**src/rtl/cdb_arbiter_pkg.sv**
```systemverilog
// -----------------------------------------------------------------------------
// cdb_arbiter_pkg
// Shared constants and types for the common data bus (CDB) arbiter.
//   CDB_ROB_ID_W   : default ROB id width
//   CDB_SRC_IDX_W  : width of the broadcast source index
//   CDB_SRC_*      : producer index constants (ALU, LSB, BRU)
//   cdb_entry_t    : one CDB entry, {rob_id, val}
//   rr_next()      : round-robin successor of a source index
// -----------------------------------------------------------------------------
package cdb_arbiter_pkg;

    localparam int CDB_ROB_ID_W  = 5;
    localparam int CDB_VAL_W     = 32;
    localparam int CDB_SRC_IDX_W = 2;

    localparam logic [CDB_SRC_IDX_W-1:0] CDB_SRC_ALU = 2'd0;
    localparam logic [CDB_SRC_IDX_W-1:0] CDB_SRC_LSB = 2'd1;
    localparam logic [CDB_SRC_IDX_W-1:0] CDB_SRC_BRU = 2'd2;

    typedef struct packed {
        logic [CDB_ROB_ID_W-1:0] rob_id;
        logic [CDB_VAL_W-1:0]    val;
    } cdb_entry_t;

    localparam int CDB_ENTRY_W = $bits(cdb_entry_t);

    // Next index after idx in a ring of n sources.
    function automatic logic [CDB_SRC_IDX_W-1:0] rr_next(
        input logic [CDB_SRC_IDX_W-1:0] idx,
        input int unsigned              n
    );
        if (32'(idx) >= (n - 32'd1)) begin
            return 2'd0;
        end else begin
            return idx + 2'd1;
        end
    endfunction

endpackage

```
**src/rtl/cdb_src_fifo.sv**
```systemverilog
// -----------------------------------------------------------------------------
// cdb_src_fifo
// Small per-producer FIFO feeding the CDB arbiter.
//   i_clk   : clock
//   i_flush : synchronous empty (reset or mispredict flush)
//   i_push  : write i_data at the tail (ignored when full)
//   i_pop   : drop the head entry (ignored when empty)
//   i_data  : entry to write
//   o_empty : no entries stored
//   o_full  : DEPTH entries stored
//   o_head  : oldest stored entry (valid only when !o_empty)
// DEPTH must be a power of two so the pointers wrap naturally.
// -----------------------------------------------------------------------------
module cdb_src_fifo
    import cdb_arbiter_pkg::*;
#(
    parameter int DEPTH = 2,
    parameter int WIDTH = CDB_ENTRY_W
) (
    input  logic             i_clk,
    input  logic             i_flush,
    input  logic             i_push,
    input  logic             i_pop,
    input  logic [WIDTH-1:0] i_data,
    output logic             o_empty,
    output logic             o_full,
    output logic [WIDTH-1:0] o_head
);

    localparam int PTR_W = (DEPTH > 1) ? $clog2(DEPTH) : 1;
    localparam int CNT_W = $clog2(DEPTH + 1);

    logic [WIDTH-1:0] r_mem [DEPTH];
    logic [PTR_W-1:0] r_wr_ptr;
    logic [PTR_W-1:0] r_rd_ptr;
    logic [CNT_W-1:0] r_count;
    logic             w_push;
    logic             w_pop;

    assign o_empty = (r_count == {CNT_W{1'b0}});
    assign o_full  = (r_count == CNT_W'(DEPTH));
    // A full FIFO refuses the push even if it pops in the same cycle.
    assign w_push  = i_push & ~o_full;
    assign w_pop   = i_pop & ~o_empty;
    assign o_head  = r_mem[r_rd_ptr];

    // Pointer and occupancy bookkeeping.
    always_ff @(posedge i_clk) begin
        if (i_flush) begin
            r_wr_ptr <= {PTR_W{1'b0}};
            r_rd_ptr <= {PTR_W{1'b0}};
            r_count  <= {CNT_W{1'b0}};
        end else begin
            if (w_push) begin
                r_wr_ptr <= r_wr_ptr + PTR_W'(1'b1);
            end
            if (w_pop) begin
                r_rd_ptr <= r_rd_ptr + PTR_W'(1'b1);
            end
            case ({w_push, w_pop})
                2'b10:   r_count <= r_count + CNT_W'(1'b1);
                2'b01:   r_count <= r_count - CNT_W'(1'b1);
                default: r_count <= r_count;
            endcase
        end
    end

    // Entry storage; contents need no reset because count gates visibility.
    always_ff @(posedge i_clk) begin
        if (w_push && !i_flush) begin
            r_mem[r_wr_ptr] <= i_data;
        end
    end

endmodule

```
**src/rtl/cdb_arbiter.sv**
```systemverilog
// -----------------------------------------------------------------------------
// cdb_arbiter
// Round-robin arbiter sharing the common data bus among result producers
// (0=ALU, 1=LSB, 2=BRU). Each producer has its own FIFO; one head entry is
// broadcast per cycle through registered outputs.
//   clk_in      : clock
//   rst_in      : synchronous active-high reset
//   rdy_in      : global enable, all state holds while low
//   clear_flag  : mispredict flush, same effect as reset, ignores rdy_in
//   src_valid   : per-producer push request
//   src_rob_id  : flattened ROB ids, source i at [i*ROB_ID_W +: ROB_ID_W]
//   src_val     : flattened values, source i at [i*32 +: 32]
//   src_ready   : FIFO i has room this cycle
//   cdb_valid   : one-cycle pulse per broadcast result
//   cdb_rob_id  : broadcast ROB id
//   cdb_val     : broadcast value
//   cdb_src     : index of the producer that was granted
// -----------------------------------------------------------------------------
module cdb_arbiter
    import cdb_arbiter_pkg::*;
#(
    parameter int NUM_SRC    = 3,
    parameter int FIFO_DEPTH = 2,
    parameter int ROB_ID_W   = CDB_ROB_ID_W
) (
    input  logic                        clk_in,
    input  logic                        rst_in,
    input  logic                        rdy_in,
    input  logic                        clear_flag,
    input  logic [NUM_SRC-1:0]          src_valid,
    input  logic [NUM_SRC*ROB_ID_W-1:0] src_rob_id,
    input  logic [NUM_SRC*32-1:0]       src_val,
    output logic [NUM_SRC-1:0]          src_ready,
    output logic                        cdb_valid,
    output logic [ROB_ID_W-1:0]         cdb_rob_id,
    output logic [31:0]                 cdb_val,
    output logic [1:0]                  cdb_src
);

    localparam int ENTRY_W = ROB_ID_W + 32;

    logic                     w_flush;
    logic [NUM_SRC-1:0]       w_empty;
    logic [NUM_SRC-1:0]       w_full;
    logic [NUM_SRC-1:0]       w_push;
    logic [NUM_SRC-1:0]       w_pop;
    logic [ENTRY_W-1:0]       w_head [NUM_SRC];
    logic                     w_grant_valid;
    logic [1:0]               w_grant_idx;
    logic [ENTRY_W-1:0]       w_win_entry;

    logic [1:0]               r_rr_ptr;
    logic                     r_cdb_valid;
    logic [ROB_ID_W-1:0]      r_cdb_rob_id;
    logic [31:0]              r_cdb_val;
    logic [1:0]               r_cdb_src;

    assign w_flush   = rst_in | clear_flag;
    assign src_ready = ~w_full;

    for (genvar gi = 0; gi < NUM_SRC; gi++) begin : g_src
        logic [ENTRY_W-1:0] w_entry;

        assign w_entry    = {src_rob_id[gi*ROB_ID_W +: ROB_ID_W], src_val[gi*32 +: 32]};
        assign w_push[gi] = rdy_in & src_valid[gi] & ~w_full[gi];
        assign w_pop[gi]  = rdy_in & w_grant_valid & (w_grant_idx == 2'(gi));

        cdb_src_fifo #(
            .DEPTH (FIFO_DEPTH),
            .WIDTH (ENTRY_W)
        ) u_fifo (
            .i_clk   (clk_in),
            .i_flush (w_flush),
            .i_push  (w_push[gi]),
            .i_pop   (w_pop[gi]),
            .i_data  (w_entry),
            .o_empty (w_empty[gi]),
            .o_full  (w_full[gi]),
            .o_head  (w_head[gi])
        );
    end

    // Round-robin grant: scan rr_ptr..NUM_SRC-1 first, then wrap to 0..rr_ptr-1.
    always_comb begin
        w_grant_valid = 1'b0;
        w_grant_idx   = 2'd0;
        for (int i = 0; i < NUM_SRC; i++) begin
            if (!w_grant_valid && !w_empty[i] && (2'(i) >= r_rr_ptr)) begin
                w_grant_valid = 1'b1;
                w_grant_idx   = 2'(i);
            end else begin
                w_grant_idx   = w_grant_idx;
            end
        end
        for (int i = 0; i < NUM_SRC; i++) begin
            if (!w_grant_valid && !w_empty[i] && (2'(i) < r_rr_ptr)) begin
                w_grant_valid = 1'b1;
                w_grant_idx   = 2'(i);
            end else begin
                w_grant_idx   = w_grant_idx;
            end
        end
    end

    assign w_win_entry = w_head[w_grant_idx];

    // Broadcast registers and round-robin pointer.
    always_ff @(posedge clk_in) begin
        if (w_flush) begin
            r_rr_ptr     <= 2'd0;
            r_cdb_valid  <= 1'b0;
            r_cdb_rob_id <= {ROB_ID_W{1'b0}};
            r_cdb_val    <= 32'd0;
            r_cdb_src    <= CDB_SRC_ALU;
        end else if (rdy_in) begin
            if (w_grant_valid) begin
                r_cdb_valid  <= 1'b1;
                r_cdb_rob_id <= w_win_entry[ENTRY_W-1 -: ROB_ID_W];
                r_cdb_val    <= w_win_entry[31:0];
                r_cdb_src    <= w_grant_idx;
                r_rr_ptr     <= rr_next(w_grant_idx, NUM_SRC);
            end else begin
                // Idle bus: clear the payload, keep the last source and pointer.
                r_cdb_valid  <= 1'b0;
                r_cdb_rob_id <= {ROB_ID_W{1'b0}};
                r_cdb_val    <= 32'd0;
            end
        end
    end

    assign cdb_valid  = r_cdb_valid;
    assign cdb_rob_id = r_cdb_rob_id;
    assign cdb_val    = r_cdb_val;
    assign cdb_src    = r_cdb_src;

endmodule

```
**config.mk**
```make
export PLATFORM = sky130hd
export DESIGN_NAME = cdb_arbiter
export DESIGN_NICKNAME = d
export VERILOG_FILES = /design/src/rtl/cdb_arbiter_pkg.sv /design/src/rtl/cdb_src_fifo.sv /design/src/rtl/cdb_arbiter.sv
export SDC_FILE = /design/constraint.sdc
export NUM_CORES = 1
export LEC_CHECK = 0
export CORE_ASPECT_RATIO = 1.5
export CORE_MARGIN = 1
export CORE_UTILIZATION = 51
export CTS_CLUSTER_SIZE = 30
export DETAILED_ROUTE_END_ITERATION = 7
export GPL_ROUTABILITY_DRIVEN = 0
export PLACE_DENSITY_LB_ADDON = 0.1
export SKIP_LAST_GASP = 1
export SYNTH_ARGS = -nofsm -noshare
export SYNTH_HDL_FRONTEND = slang
export SYNTH_HIERARCHICAL = 1
export SYNTH_SLANG_ARGS = --single-unit
```
**constraint.sdc**
```tcl
create_clock -name clk_in -period 10.1 [get_ports clk_in]
set_input_delay 2.02 -clock clk_in [delete_from_list [all_inputs] [get_ports clk_in]]
set_output_delay 2.02 -clock clk_in [all_outputs]
set_load 0.005 [all_outputs]
```
==> results of run 1 <==
## power groups by stage
stage	sequential (mW)	combinational (mW)	clock, mW
floorplan	1.28	0.0355	0
global placement	1.28	0.104	0
detailed placement	1.28	0.108	0
CTS	1.26	0.109	1.02
global route	1.26	0.115	1.06
finish	1.26	0.108	0.994
## cells in the mapped netlist
cell	instances
a2111oi_0	1
a2111oi_4	1
a21oi_1	8
a21oi_2	1
a22oi_1	39
a31oi_1	2
a32oi_1	1
and2_1	2
and3_1	3
buf_2	19
buf_4	3
buf_6	3
clkbuf_1	3
clkbuf_4	1
clkinv_1	1
dfxtp_1	57
edfxtp_1	222
ha_1	3
inv_1	9
mux2_1	90
mux2_2	21
mux2i_1	37
nand2_1	5
nand2b_1	4
nand3b_1	1
nor2_1	17
nor2_2	2
nor2b_1	3
nor3_1	3
nor3b_1	5
o2111ai_1	1
o21a_1	3
o21ai_0	22
o21ai_1	4
o21ai_2	20
o21ai_4	1
o21bai_2	1
or3_1	7
or4b_1	1
xnor2_1	6
xor2_1	4
## logic make-up after synthesis
logic type / synth area share (%)
compound gates: 7.062
flops: 72.24
mux: 14.99
xor+xnor: 0.8103
simple gates: 2.628
buf+inv: 1.922
fa+ha+maj: 0.3473
## metal layers
layer	track usage [%]	vias up	routed length (microns)
met2	39.38	202	12360
met5	0	-	0
met1	24.94	3047	8923
li1	-	2817	-
met4	9.037	0	806
met3	3.671	45	1082
## registers in the layout, indices dropped and copies added, names as in the netlist, named ones only
| signal | count |
|---|---|
| g_src.u_fifo/r_wr_ptr | 3 |
| cdb_valid | 1 |
| g_src.u_fifo/r_mem | 222 |
| g_src.u_fifo/r_count | 6 |
| r_rr_ptr | 2 |
| cdb_val | 32 |
| cdb_rob_id | 5 |
| cdb_src | 2 |
| g_src.u_fifo/r_rd_ptr | 3 |
## worst reg2reg max path, delay by kind of cell, from the launching register on
kind                       cells  cell delay, ns
buffers and inverters          1            0.49
DFF                            1            0.36
and+or+nand+nor                4            1.30
AOI/OAI and AO/OA              3            0.52
adders and majority gates      1            0.28
## per-stage QoR
stage / power, mW / cell area, sq um / utilization [%]
after floorplan: 1.318 / 10810 / -
after global placement: 1.387 / 12710 / 61.78
after detailed placement: 1.392 / 12710 / 61.78
after CTS: 2.384 / 13600 / 66.10
after global routing: 2.432 / 13600 / 66.10
final: 2.361 / 13610 / 66.11
## layout make-up
| type | instances | area share [%] |
|---|---|---|
| timing repair buffer | 172 | 12.43 |
| antenna | 1 | 0.01839 |
| multi-input combinational | 319 | 20.90 |
| clock inverter | 15 | 1.177 |
| sequential | 279 | 57.41 |
| clock buffer | 33 | 5.352 |
| inverter | 10 | 0.2759 |
| tap | 264 | 2.428 |
## how the worst min path moves through the flow
stage                start          end
2_1_floorplan    cdb_valid    cdb_valid
3_3_place_gp   cdb_val[22]  cdb_val[22]
3_5_place_dp    cdb_val[2]   cdb_val[2]
4_1_cts          cdb_valid    cdb_valid
5_1_grt         cdb_val[2]   cdb_val[2]
6_report        cdb_val[2]   cdb_val[2]
==> out/qor.txt, run 1 <==
Status = complete, no violations
Setup Skew = 0.01101 ns
Share of cells above drive strength 1 = 13.65%
Setup TNS = 0 ns
Sequential Area = 0.007811 sq mm
Die Span Y = 180.3 microns
Synthesized area = 0.01081 sq mm
Reg2Reg Depth = 9
Residual DRC = 0
Max-slew violations = 0
Vias in the first global route = 6657
Cell internal pwr = 1.902 mW
Fillers = 1474
Synth warn = 6
Placed insts = 1044
Critical path's largest stage delay = 1.16 ns
Syn Nets = 758
Grt total ovfl = 0
Vias per Instance = 5.591
Crit path buffers/inverters = 2
Initial DRT Pass Iterations = 5
Avg Cell Area, Syn = 16.97 sq um
Final hold vios = 0
Unrepaired setup endpoints after global routing = no
Area of the multi-input gates = 0.002844 sq mm
CTS tree = built
Slew headroom = 20.76%
Slew @ Worst Pin = 1.187 ns
Clock sink total = 279
Hold path depth = 2
Fin nets = 929
Die Span X = 120.9 microns
RR Startpoint = g_src[0].u_fifo/r_count[0]
Pwr Density = 173.6 mW/mm^2
Clock buffer depth = 3
Most common cell after layout, fill and taps aside = edfxtp_1
P_sw = 0.4594 mW
Area leader, netlist = edfxtp_1
Maximum number of pins on one net before global-route repair = 38
Req. time, crit path = 10.53 ns
Crit-path cells = clkdlybuf4s50_1 -> nor2_2 -> clkinv_1 -> nor2_4 -> a22oi_1 -> o21ai_1
Worst R2R Setup Slack = 7.04 ns
Iteration-0 DRC Markers = 353
WP data arrival = 4.88 ns
Die area = 0.02179 sq mm
Detailed-route wire length per cell = 21.20 microns
Sw Ratio = 19.45%
Post-synthesis cell type count = 41
Clk pwr share = 42.1%
Worst Setup Start Kind = input port
Reg-to-Reg End = g_src[2].u_fifo/r_count[1]
Post-synth top area share = 61.68%
Worst setup path class = input port to flip-flop
Fin crit period = 4.448 ns
Sequential share of the synthesized area = 72.24%
First-pass GRT wire length = 35810 microns
Effective utilization at floorplan = 52.52%
Final worst path period share = 44.04%
Max_cap viols = 0
Synth area leaders = edfxtp_1 62%, dfxtp_1 11%, mux2_1 9.4%, mux2i_1 3.4%, a22oi_1 2.7%
CTS root buf = clkbuf_16
Critical Path Source = clear_flag
Synth Register Bits = 279
Critical Path End Type = flip-flop
CTS Buf Count = 26
Hold-fix buffers, CTS = 0
Initial antenna violation count = 1
Min-Delay Path Class = flip-flop to flip-flop
P_leak = 4.429 nW
Sequential share of power = 53.3%
Layout Cells excl Fill = 1093
Global-route usage over all layers = 21.73%
Final ANT Viol Nets = 0
Final WS setup = 5.652 ns
Num ports = 161
Slowest CP cell = nor2_4
DP Wirelength = 14830 microns
WHS = 0.4822 ns
CTS resizes = 0
P&R area growth vs syn = 25.89%
Core area = 0.02058 sq mm
Clk_lat worst skew = 0.52 ns
Clock-pin transition on the worst setup and hold timing paths = 0.06 ns
Combinational power share = 4.6%
Crit path max-delay family = simple AND/OR/NAND/NOR gates
CP endpoint = cdb_val[7]
Number of cells on the critical path = 6
Pre-CTS WS = 5.138 ns
CP max FO = 37
Fmax = 0.2248 GHz
Most frequent cells in the layout = 222 x edfxtp_1, 160 x clkdlybuf4s50_1, 90 x mux2_1
# Post-CTS Setup Buffers = 0
Final setup viols = 0
IO Port Bufs = 160
H-Tree Depth = 1
Gate Count Post-Synth = 637
Max VDD drop = 0.1680 mV
Via count = 6111
# rows = 64
Routed WL = 23180 microns
No activity file was read; power rests on OpenSTA's default activity.
==> run 2: changes to the inputs <==
--- a/config.mk
+++ b/config.mk
@@ -7,7 +7,7 @@
 export LEC_CHECK = 0
 export CORE_ASPECT_RATIO = 1.5
 export CORE_MARGIN = 1
-export CORE_UTILIZATION = 51
+export CORE_UTILIZATION = 49
 export CTS_CLUSTER_SIZE = 30
 export DETAILED_ROUTE_END_ITERATION = 7
 export GPL_ROUTABILITY_DRIVEN = 0
==> constraint.sdc (replaced) <==
create_clock -name clk_in -period 4 [get_ports clk_in]
set_input_delay 0.8 -clock clk_in [delete_from_list [all_inputs] [get_ports clk_in]]
set_output_delay 0.8 -clock clk_in [all_outputs]
set_load 0.005 [all_outputs]
==> run 2 against run 1 <==
- core utilization down 3.3 points
- critical path depth is the same
- critical endpoint is now cdb_val[5]
- die area rose by 4.0%
- total power is 150% higher
- combinational power rose to 2.5 times the previous value
- sequential power rose to 2.5 times the previous value
- largest cell class unchanged
- cell area hardly changed
==> out/qor.txt, run 2 (synthesis gave the netlist of run 1 again) <==
Pwr Density = 427.2 mW/mm^2 (+150%)
Routed WL = 23030 microns (-0.65%)
Clk_lat worst skew = 0.51 ns (about the same)
Fin nets = 937 (+0.86%)
Most common cell after layout, fill and taps aside = edfxtp_1
H-Tree Depth = 1 (unchanged)
Min-Delay Startpoint = cdb_val[24]
Most frequent cells in the layout = 222 x edfxtp_1, 160 x clkdlybuf4s50_1, 90 x mux2_1
Wire length on met3 = 926 microns (-14%)
RR Startpoint = g_src[2].u_fifo/r_count[0]
Final WS setup = 1.089 ns (-4.564 ns)
Worst setup path class = flip-flop to flip-flop
Die Span Y = 183.9 microns (+2.0%)
Pre-CTS WS = 1.044 ns (-4.094 ns)
Initial antenna violation count = 1 (unchanged)
Total power = 5.809 mW (+150%)
Vias per Instance = 5.465 (-2.3%)
Worst Hold End = cdb_val[24]
Iteration-0 DRC Markers = 395 (+12%)
Worst R2R Setup Slack = 1.09 ns (-5.95 ns)
Share of cells above drive strength 1 = 13.55% (-0.098 points)
Core area = 0.02164 sq mm (+5.1%)
CTS tree = built
Setup Skew = 0.01157 ns (+0.0005568 ns)
IO Port Bufs = 160 (unchanged)
Area of the multi-input gates = 0.002844 sq mm (unchanged)
Slew @ Worst Pin = 1.168 ns (-0.01901 ns)
Clock sink total = 279 (unchanged)
DR WL met2 = 12410 microns (+0.40%)
Detailed-route wire length per cell = 20.80 microns (-1.9%)
CP max FO = 25 (-32%)
Worst Setup Start Kind = flip-flop
Residual DRC = 0 (unchanged)
Clock buffer depth = 3 (unchanged)
Max-slew violations = 0 (unchanged)
Max VDD drop = 0.2768 mV (+65%)
Fin crit period = 2.911 ns
Maximum number of pins on one net before global-route repair = 38 (unchanged)
Hold path depth = 2 (unchanged)
Max Used Layer = met4
Final worst path period share = 72.78%
CTS Buf Count = 25 (-3.8%)
DP Wirelength = 15290 microns (+3.1%)
Min-Delay Path Class = flip-flop to flip-flop
Final core occ = 62.86% (-3.3 points)
First-pass GRT wire length = 35000 microns (-2.3%)
Critical Path End Type = flip-flop
Hold-fix buffers, CTS = 0 (unchanged)
Via count = 6050 (-1.0%)
Reg2Reg Depth = 6 (-3)
Final hold vios = 0 (unchanged)
Unrepaired setup endpoints after global routing = no
CTS resizes = 0 (unchanged)
Final setup viols = 0 (unchanged)
Grt total ovfl = 0 (unchanged)
WP data arrival = 3.27 ns (-1.61 ns)
Status = complete, no violations
WL met1 = 8991 microns (+0.76%)
Global-route usage over all layers = 20.89% (-0.84 points)
WHS = 0.4872 ns (+0.004928 ns)
# rows = 66 (+3.1%)
Clock-pin transition on the worst setup and hold timing paths = 0.06 ns (about the same)
Fillers = 1648 (+12%)
CTS root buf = clkbuf_16
Req. time, crit path = 4.36 ns (-6.17 ns)
P_leak = 4.435 nW (+0.13%)
Vias in the first global route = 6486 (-2.6%)
Final ANT Viol Nets = 0 (unchanged)
Register with the most flip-flops = g_src.u_fifo/r_mem
Die Span X = 123.3 microns (+2.0%)
Fmax = 0.3435 GHz
Reg-to-Reg End = cdb_val[5]
Sequential Area = 0.007811 sq mm (unchanged)
Num ports = 161 (unchanged)
Effective utilization at floorplan = 49.95% (-2.6 points)
Max_cap viols = 0 (unchanged)
Largest register FFs = 222 (unchanged)
P&R area growth vs syn = 25.83% (about the same)
Slew headroom = 22.10% (+1.3 points)
# Post-CTS Setup Buffers = 0 (unchanged)
Initial DRT Pass Iterations = 4 (-1)
Die area = 0.02267 sq mm (+4.0%)
-- run 2: worst max path at each step --
stage / end / depth (start not counted) / start / slack [ns]
6_report: cdb_val[5] / 6 / g_src[2].u_fifo/r_count[0] / 1.09
5_1_grt: cdb_val[8] / 6 / g_src[2].u_fifo/r_count[0] / 0.94
4_1_cts: cdb_val[5] / 6 / g_src[2].u_fifo/r_count[0] / 1.09
3_5_place_dp: cdb_val[5] / 5 / rdy_in / 1.04
3_3_place_gp: g_src[0].u_fifo/r_count[1] / 7 / rdy_in / 1.06
2_1_floorplan: g_src[0].u_fifo/r_mem[1][0] / 3 / clear_flag / -0.78
-- run 2: where the power goes --
group / internal (mW) / leakage (nW) / switching (mW) / total, mW
clock: 1.38 / 0.394 / 0.974 / 2.36
sequential: 3.16 / 2.47 / 0.0140 / 3.18
combinational: 0.157 / 1.57 / 0.117 / 0.273
total: 4.70 / 4.43 / 1.10 / 5.81
-- run 2: area by class of cell --
class                      instances  area share [%]
multi-input combinational        319           20.91
clock buffer                      36           5.051
inverter                          10          0.2760
sequential                       279           57.44
timing repair buffer             181           12.94
tap                              272           2.503
clock inverter                     9          0.8648
antenna                            1         0.01840
-- run 2: stage by stage --
stage | instances | setup TNS [ns] | area [sq um]
floorplan | 637 | -155.48 | 10810
global route | 1107 | 0 | 13600
CTS | 1106 | 0 | 13600
finish | 1107 | 0 | 13600
global placement | 1061 | 0 | 12790
detailed placement | 1061 | 0 | 12790
-- run 2: metal layers --
layer / up-vias / GRT usage (%)
li1: 2823 / -
met4: 0 / 7.470
met3: 40 / 3.102
met1: 3039 / 24.56
met2: 148 / 38.06
met5: - / 0
-- run 2: critical path, stage by stage (launching register included) --
cell	delay (ns)
dfxtp_1	0.36
nor2_1	0.55
o21ai_4	0.12
a21oi_2	0.47
buf_4	0.31
or3_2	0.72
o21ai_0	0.23
==> run 3: changes to the inputs <==
--- a/config.mk
+++ b/config.mk
@@ -7,7 +7,7 @@
 export LEC_CHECK = 0
 export CORE_ASPECT_RATIO = 1.5
 export CORE_MARGIN = 1
-export CORE_UTILIZATION = 49
+export CORE_UTILIZATION = 51
 export CTS_CLUSTER_SIZE = 30
 export DETAILED_ROUTE_END_ITERATION = 7
 export GPL_ROUTABILITY_DRIVEN = 0
==> constraint.sdc (replaced) <==
create_clock -name clk_in -period 2.7 [get_ports clk_in]
set_input_delay 0.54 -clock clk_in [delete_from_list [all_inputs] [get_ports clk_in]]
set_output_delay 0.54 -clock clk_in [all_outputs]
set_load 0.005 [all_outputs]
==> run 3 against run 2 <==
- total power rose by 47%
- sequential share of layout area is 0.98 points lower
- clock-buffer cell count is 6 lower
- fmax is 20% higher
- core utilization increased by 4.4 points
==> out/qor.txt, run 3 (synthesis gave the netlist of run 1 again) <==
Fmax = 0.4117 GHz (+20%)
Die Span Y = 180.3 microns (-2.0%)
Clock sink total = 279 (unchanged)
Combinational power share = 4.9% (+0.2 points)
Area of the multi-input gates = 0.002888 sq mm (+1.5%)
Worst R2R Setup Slack = 0.27 ns (-0.82 ns)
Slew headroom = 51.40% (+29 points)
Global-route usage over all layers = 21.64% (+0.75 points)
Residual DRC = 0 (unchanged)
Initial DRT Pass Iterations = 5 (+1)
Vias in the first global route = 6478 (-0.12%)
Setup TNS = 0 ns (unchanged)
Slew @ Worst Pin = 0.7290 ns (-0.4394 ns)
Sequential Area = 0.007811 sq mm (unchanged)
Register with the most flip-flops = g_src.u_fifo/r_mem
P&R area growth vs syn = 28.00%
Die area = 0.02179 sq mm (-3.9%)
Final setup viols = 0 (unchanged)
Fillers = 1438 (-13%)
Fin area = 0.01383 sq mm (+1.7%)
# rows = 64 (-3.0%)
Clock buffer depth = 3 (unchanged)
Initial antenna violation count = 1 (unchanged)
P_leak = 4.543 nW (+2.5%)
Fin crit period = 2.429 ns (-0.4821 ns)
CTS tree = built
Final hold vios = 0 (unchanged)
Clk_lat worst skew = 0.52 ns (about the same)
Effective utilization at floorplan = 52.52% (+2.6 points)
DP Wirelength = 15110 microns (-1.2%)
Req. time, crit path = 3.15 ns (-1.21 ns)
Final WS setup = 0.2710 ns (-0.8179 ns)
CTS resizes = 0 (unchanged)
Pre-CTS WS = 0.09505 ns (-0.9493 ns)
Detailed-route wire length per cell = 20.57 microns (-1.1%)
Pwr Density = 618.6 mW/mm^2 (+45%)
CTS Buf Count = 25 (unchanged)
Maximum number of pins on one net before global-route repair = 38 (unchanged)
DP Area = 0.01303 sq mm (+1.9%)
Cell internal pwr = 6.864 mW (+46%)
H-Tree Depth = 1 (unchanged)
Total power = 8.558 mW (+47%)
Via count = 6012 (-0.63%)
Clock-pin transition on the worst setup and hold timing paths = 0.07 ns (about the same)
Sw Ratio = 19.79% (+0.77 points)
Clk pwr share = 40.1% (-0.5 points)
Worst Setup Start Kind = flip-flop
Critical Path End Type = flip-flop
Iteration-0 DRC Markers = 405 (+2.5%)
Largest register FFs = 222 (unchanged)
Grt total ovfl = 0 (unchanged)
Min-Delay Path Class = flip-flop to flip-flop
Num ports = 161 (unchanged)
Max-slew violations = 0 (unchanged)
Vias per Instance = 5.421 (-0.81%)
Max VDD drop = 0.5635 mV (+100%)
IO Port Bufs = 160 (unchanged)
Most frequent cells in the layout = 222 x edfxtp_1, 160 x clkdlybuf4s50_1, 90 x mux2_1
Core area = 0.02058 sq mm (-4.9%)
Sequential share of power = 55.0% (+0.3 points)
Max_cap viols = 0 (unchanged)
Setup Skew = 0.01171 ns (+0.0001399 ns)
Routed WL = 22810 microns (-0.93%)
Unrepaired setup endpoints after global routing = no
Fin nets = 946 (+0.96%)
Final ANT Viol Nets = 0 (unchanged)
Worst setup path class = flip-flop to flip-flop
Status = complete, no violations
CTS root buf = clkbuf_16
Final worst path period share = 89.96% (+17 points)
First-pass GRT wire length = 35580 microns (+1.7%)
Final core occ = 67.22% (+4.4 points)
# Post-CTS Setup Buffers = 0 (unchanged)
Die Span X = 120.9 microns (-1.9%)
Most common cell after layout, fill and taps aside = edfxtp_1
Hold-fix buffers, CTS = 0 (unchanged)
P_sw = 1.694 mW (+53%)
Share of cells above drive strength 1 = 15.52% (+2.0 points)
WP data arrival = 2.88 ns (-0.39 ns)
CP max FO = 8 (-68%)
## run 3: path summary, 6_finish.rpt
check,depth (start not counted),startpoint,endpoint
max,8,g_src[0].u_fifo/r_count[0],g_src[2].u_fifo/r_count[1]
min,2,cdb_valid,cdb_valid
max reg2reg,8,g_src[0].u_fifo/r_count[0],g_src[2].u_fifo/r_count[1]
min reg2reg,2,cdb_valid,cdb_valid
## run 3: through the flow
step,hold WS (ns),instances
6_report,0.4800,1109
5_1_grt,0.5123,1109
4_1_cts,0.4825,1108
3_5_place_dp,0.4693,1062
3_3_place_gp,0.4604,1062
2_1_floorplan,0.4604,637
## run 3: layer usage
layer | global-route usage, % | share of wire [%]
met3 | 4.051 | 5.8
met1 | 26.19 | 39
met2 | 38.47 | 52
met5 | 0 | 0
met4 | 6.963 | 2.4
## run 3: final cells by class
cell class | instances | share of cell area (%)
clock buffer | 30 | 4.730
sequential | 279 | 56.46
antenna | 1 | 0.01809
timing repair buffer | 190 | 14.20
clock inverter | 16 | 1.049
tap | 264 | 2.388
inverter | 10 | 0.2804
multi-input combinational | 319 | 20.87
## run 3: power groups by stage
stage | sequential, mW | clock, mW | combinational [mW]
floorplan | 4.80 | 0 | 0.140
global route | 4.71 | 3.65 | 0.453
finish | 4.71 | 3.43 | 0.423
CTS | 4.71 | 3.50 | 0.427
detailed placement | 4.80 | 0 | 0.424
global placement | 4.80 | 0 | 0.412
## run 3: worst max-delay path, stage by stage, from the launching register on
cell,delay [ns]
dfxtp_1,0.36
nor2_1,0.49
nand2_1,0.23
a31oi_4,0.23
and2_1,0.14
o21a_1,0.15
ha_1,0.27
or3_1,0.35
a21oi_1,0.14
